### src/rtl/controlador_medicion_periodo.sv
// Period measurement controller: synchronises a square wave, counts microseconds between
// rising edges, averages 2^N_PROM_LOG2 periods and reports through a valid/ack handshake.
module controlador_medicion_periodo #(
    parameter int DIV_US      = 50,
    parameter int ANCHO       = 12,
    parameter int N_PROM_LOG2 = 2,
    parameter int TIMEOUT_US  = 4000
) (
    input  logic             reloj_placa,
    input  logic             reset,
    input  logic             onda_cuad,
    input  logic             iniciar,
    input  logic             ack,
    output logic [ANCHO-1:0] valor_periodo,
    output logic             dato_listo,
    output logic             error_timeout,
    output logic             ocupado,
    output logic [1:0]       estado
);

    localparam int PW = $clog2(DIV_US);
    localparam int AW = ANCHO + N_PROM_LOG2;

    typedef logic [PW-1:0]        presc_t;
    typedef logic [ANCHO-1:0]     cnt_t;
    typedef logic [AW-1:0]        acum_t;
    typedef logic [N_PROM_LOG2:0] per_t;

    localparam presc_t PRESC_MAX  = presc_t'(DIV_US - 1);
    localparam cnt_t   TIMEOUT_CNT = cnt_t'(TIMEOUT_US);
    localparam per_t   N_PERIODOS  = per_t'(2 ** N_PROM_LOG2);

    typedef enum logic [1:0] {
        REPOSO        = 2'b00,
        ESPERA_FLANCO = 2'b01,
        MIDIENDO      = 2'b10,
        LISTO         = 2'b11
    } estado_t;

    estado_t est;
    logic    sinc_p0, sinc_p1, prev_p2;
    logic    flanco, activo, tick;
    presc_t  presc;
    cnt_t    cant_us;
    acum_t   acumulador, acum_nuevo;
    per_t    periodos, periodos_nuevo;

    function automatic cnt_t promedio(input acum_t suma);
        acum_t desplazado;
        desplazado = suma >> N_PROM_LOG2;
        return desplazado[ANCHO-1:0];
    endfunction

    // Stage p0/p1: two-flop synchroniser; stage p2: previous value for edge detect
    always_ff @(posedge reloj_placa or posedge reset) begin
        if (reset) begin
            sinc_p0 <= 1'b0;
            sinc_p1 <= 1'b0;
            prev_p2 <= 1'b0;
        end else begin
            sinc_p0 <= onda_cuad;
            sinc_p1 <= sinc_p0;
            prev_p2 <= sinc_p1;
        end
    end

    assign flanco = sinc_p1 & ~prev_p2;
    assign activo = (est == ESPERA_FLANCO) || (est == MIDIENDO);
    assign tick   = activo && (presc == PRESC_MAX);

    // Prescaler restarts on each edge so every period starts on a tick boundary
    always_ff @(posedge reloj_placa or posedge reset) begin
        if (reset) begin
            presc <= '0;
        end else if (!activo || flanco || tick) begin
            presc <= '0;
        end else begin
            presc <= presc + 1'b1;
        end
    end

    // A tick landing on the edge cycle is still part of the period being closed
    always_comb begin
        acum_nuevo     = acumulador + acum_t'(cant_us) + acum_t'(tick);
        periodos_nuevo = periodos + 1'b1;
    end

    always_ff @(posedge reloj_placa or posedge reset) begin
        if (reset) begin
            est           <= REPOSO;
            valor_periodo <= '0;
            dato_listo    <= 1'b0;
            error_timeout <= 1'b0;
            ocupado       <= 1'b0;
            cant_us       <= '0;
            acumulador    <= '0;
            periodos      <= '0;
        end else begin
            case (est)
                REPOSO: begin
                    if (iniciar) begin
                        est           <= ESPERA_FLANCO;
                        ocupado       <= 1'b1;
                        error_timeout <= 1'b0;
                        cant_us       <= '0;
                        acumulador    <= '0;
                        periodos      <= '0;
                    end
                end
                ESPERA_FLANCO: begin
                    if (flanco) begin
                        est     <= MIDIENDO;
                        cant_us <= '0;
                    end else if (cant_us == TIMEOUT_CNT) begin
                        est           <= LISTO;
                        ocupado       <= 1'b0;
                        valor_periodo <= '1;
                        error_timeout <= 1'b1;
                        dato_listo    <= 1'b1;
                    end else if (tick) begin
                        cant_us <= cant_us + 1'b1;
                    end
                end
                MIDIENDO: begin
                    if (flanco) begin
                        acumulador <= acum_nuevo;
                        periodos   <= periodos_nuevo;
                        cant_us    <= '0;
                        if (periodos_nuevo == N_PERIODOS) begin
                            est           <= LISTO;
                            ocupado       <= 1'b0;
                            valor_periodo <= promedio(acum_nuevo);
                            dato_listo    <= 1'b1;
                        end
                    end else if (cant_us == TIMEOUT_CNT) begin
                        est           <= LISTO;
                        ocupado       <= 1'b0;
                        valor_periodo <= '1;
                        error_timeout <= 1'b1;
                        dato_listo    <= 1'b1;
                    end else if (tick) begin
                        cant_us <= cant_us + 1'b1;
                    end
                end
                LISTO: begin
                    if (ack) begin
                        est        <= REPOSO;
                        dato_listo <= 1'b0;
                    end
                end
                default: est <= REPOSO;
            endcase
        end
    end

    assign estado = est;

endmodule

### config.mk
export PLATFORM = sky130hd
export DESIGN_NAME = controlador_medicion_periodo
export DESIGN_NICKNAME = d
export VERILOG_FILES = /design/src/rtl/controlador_medicion_periodo.sv
export SDC_FILE = /design/constraint.sdc
export NUM_CORES = 1
export LEC_CHECK = 0
export ABC_AREA = 1
export CAP_MARGIN = 20
export CORE_UTILIZATION = 55
export CTS_CLUSTER_DIAMETER = 60
export DETAILED_ROUTE_END_ITERATION = 8
export GPL_TIMING_DRIVEN = 0
export HOLD_SLACK_MARGIN = 0.06
export PLACE_DENSITY = 0.71
export REMOVE_ABC_BUFFERS = 1
export SYNTH_ARGS = -nofsm -noshare
export SYNTH_HDL_FRONTEND = slang
export SYNTH_SLANG_ARGS = --single-unit
### constraint.sdc
create_clock -name reloj_placa -period 5.1 [get_ports reloj_placa]
set_input_delay 0.765 -clock reloj_placa [delete_from_list [all_inputs] [get_ports reloj_placa]]
set_output_delay 0.765 -clock reloj_placa [all_outputs]
set_load 0.05 [all_outputs]
==> impl_metrics.ini <==
[die]
start_util = 0.580
dieArea_sq_um = 7140
die_h_um = 84.5
core-area_sq_um = 6460
fp-row-count = 29
die_x_um = 84.5
design.portCount = 22

[route]
wl_per_cell_um = 13.0
routed_wl_um = 7980
drc_errors = 4
drtIter0Drc = 189
vias_per_cell = 5.08
ant_nets = 0
drtPass1Iterations = 6
num_vias = 3111

[global_route]
antenna_found_initial = 0
gr-usage-all-layers = 0.249
grt_overflow = 0
grt_max_degree = 35
grt_pass1_vias = 3012
grt_pass1_wl_um = 14100

[pwr]
ir_drop_mv = 0.243
total_power_w = 0.00174
combPwrFrac = 0.520
cellPowerDensity_nw_per_um2 = 422
netSwitchingFraction = 0.495
p_clk_frac = 0.145
leakagePower_nw = 2.21
switchingPower_w = 0.000860
internal_power_w = 0.000876
power_frac_seq = 0.335

[sta]
max_freq_mhz = 288
hold_viol = 0
fin_skew_ps = 8.19
setup_viol_count_final = 0
layout_setup_ws_ps = 1620
slew_headroom = 0.595
setup_tns_ps = 0
rsz0062_at_grt = no
drv_slew = 0
period_needed_ps = 3480
fin_crit_sh = 0.682
tightest_slew_ps = 606

[job]
max-cap-violations = 0

[worst_setup_path]
crit_fanout = 11
r2r_start = estado[1]
startpoint_type = register
worst-endpoint-arrival_ps = 3730
endpoint_kind = register
crit_required_ps = 5350
crit_start = estado[1]
worst-setup-path-type = reg2reg

[placed_design]
placedCellCount = 605
finalWeightedCongestion = 0.954
place_ws_ps = 1680
dp_hpwl_um = 6130
io_buffers = 21

[synth]
syn_inst = 512
muxShareOfSynthArea = 0
yosys_warnings = 0
ys_seq_elements = 55
synth_xor_area_frac = 0.0328
synth_top_family_by_area = simple AND/OR/NAND/NOR gates
synth_fa_ha_area_frac = 0.0842
synthesis.area_per_instance_sq_um = 7.31
synth_simple_gate_area_frac = 0.354
netlist_area_sq_um = 3740
yosysSeqAreaShare = 0.368
synth_compound_gate_area_share = 0.0622
yosys.cell_types.count = 37

[clock_tree]
root_buffer = clkbuf_8
cts_tree = done
ctsLongestPathBuffers = 2
post_cts_resized = 0
cts_buffers = 5
cts_sinks = 55
h-tree-depth = 2
cts_setup_buffers = 0
clock_latency_ps = 320
cts.clk_slew.worst_paths_ps = 100
ctsHoldBuffers = 0

[finish]
final_core_util = 0.636
instances_no_fill = 613
antennaDiodeCount = 0
fin_nets = 564
mostFrequentLayoutCell = nand2_1
mostFrequentLayoutCells = nand2_1, inv_1, nor2_1
synthToLayoutAreaGrowth_pct = 9.73
drive_above_1_share = 0.0970

[status]
status = finished with violations
violations = DRC

[hold_path]
min_path_type = reg2reg
min_from = sinc_p0
-- worst paths after layout --
check                      slack (ps)  cells after the start               end
max in group asynchronous        3780                      3     acumulador[8]
setup / recovery                 1620                     15  valor_periodo[4]
min in group asynchronous         780                      2           sinc_p1
hold reg to reg                   370                      0           sinc_p1
setup reg to reg                 1620                     15  valor_periodo[4]
hold / removal                    370                      0           sinc_p1
-- synth_stat cells, drive strengths merged --
cell type	instances	area, sq um
dfrtp	55	1380
nor3	9	66.3
or2	1	6.26
ha	22	275
o21ai	21	124
nand3	38	223
and2	1	6.26
a21boi	1	7.51
nor2	65	277
a21oi	8	40.0
buf	6	51.3
nor3b	2	15.0
nor4	2	12.5
fa	2	40.0
nand4	10	90.1
xor2	10	87.6
xnor2	4	35.0
inv	85	319
nand2	162	631
o21bai	1	7.51
o22ai	3	18.8
a22o	4	35.0
-- registers in the layout, indices dropped and copies added (netlist names), 2 cells and up --
name / cells
presc: 6
estado: 2
periodos: 3
cant_us: 12
valor_periodo: 12
acumulador: 14
-- cell families (layout without fill, tap and decap cells) --
group                      count (synthesis)  after routing
adders and majority gates                 24             24
DFF                                       55             55
and+or+nand+nor                          290            290
buffers and inverters                     91            115
xor gates and xnor gates                  14             14
AOI/OAI and AO/OA                         38             38
-- per-stage QoR --
step,hold slack (ps),area [sq um]
floorplan,331,3690
global placement,342,4000
detailed placement,341,4020
CTS,375,4110
global route,386,4110
finish,368,4110
-- per-layer routing --
layer / track usage / vias to the layer above / part of all wire
met3: 0.0374 / 8 / 0.044
li1: - / 1647 / -
met5: 0 / - / 0
met2: 0.418 / 62 / 0.46
met4: 0.0601 / 0 / 0.0095
met1: 0.340 / 1394 / 0.49
-- critical path, cell delays in order (launching register included) --
cell	delay, ps
dfrtp_1	430
inv_1	120
ha_1	630
inv_2	220
nor2_2	130
nand4_2	140
fa_1	460
fa_1	450
inv_1	100
nand3_1	70
nand2_1	160
nand2_1	80
nand2_1	80
xor2_1	180
nor2_1	60
nor2_1	110
-- final cells by class --
| class | instances | area [sq um] |
|---|---|---|
| multi-input combinational | 366 | 2000 |
| clock inverter | 2 | 16.3 |
| inverter | 85 | 319 |
| sequential | 55 | 1380 |
| timing repair buffer | 22 | 230 |
| fill | 588 | 2350 |
| tap | 77 | 96.3 |
| clock buffer | 6 | 72.6 |
-- power by group through the flow --
stage / logic, W / clock network, W / registers [W]
after CTS: 0.000904 / 0.000261 / 0.000582
after detailed placement: 0.000901 / 0 / 0.000591
after floorplan: 0.000463 / 0 / 0.000777
after global placement: 0.000890 / 0 / 0.000587
after global routing: 0.00100 / 0.000273 / 0.000594
final: 0.000903 / 0.000251 / 0.000581
Note: power is estimated with default switching activity, not from simulation.
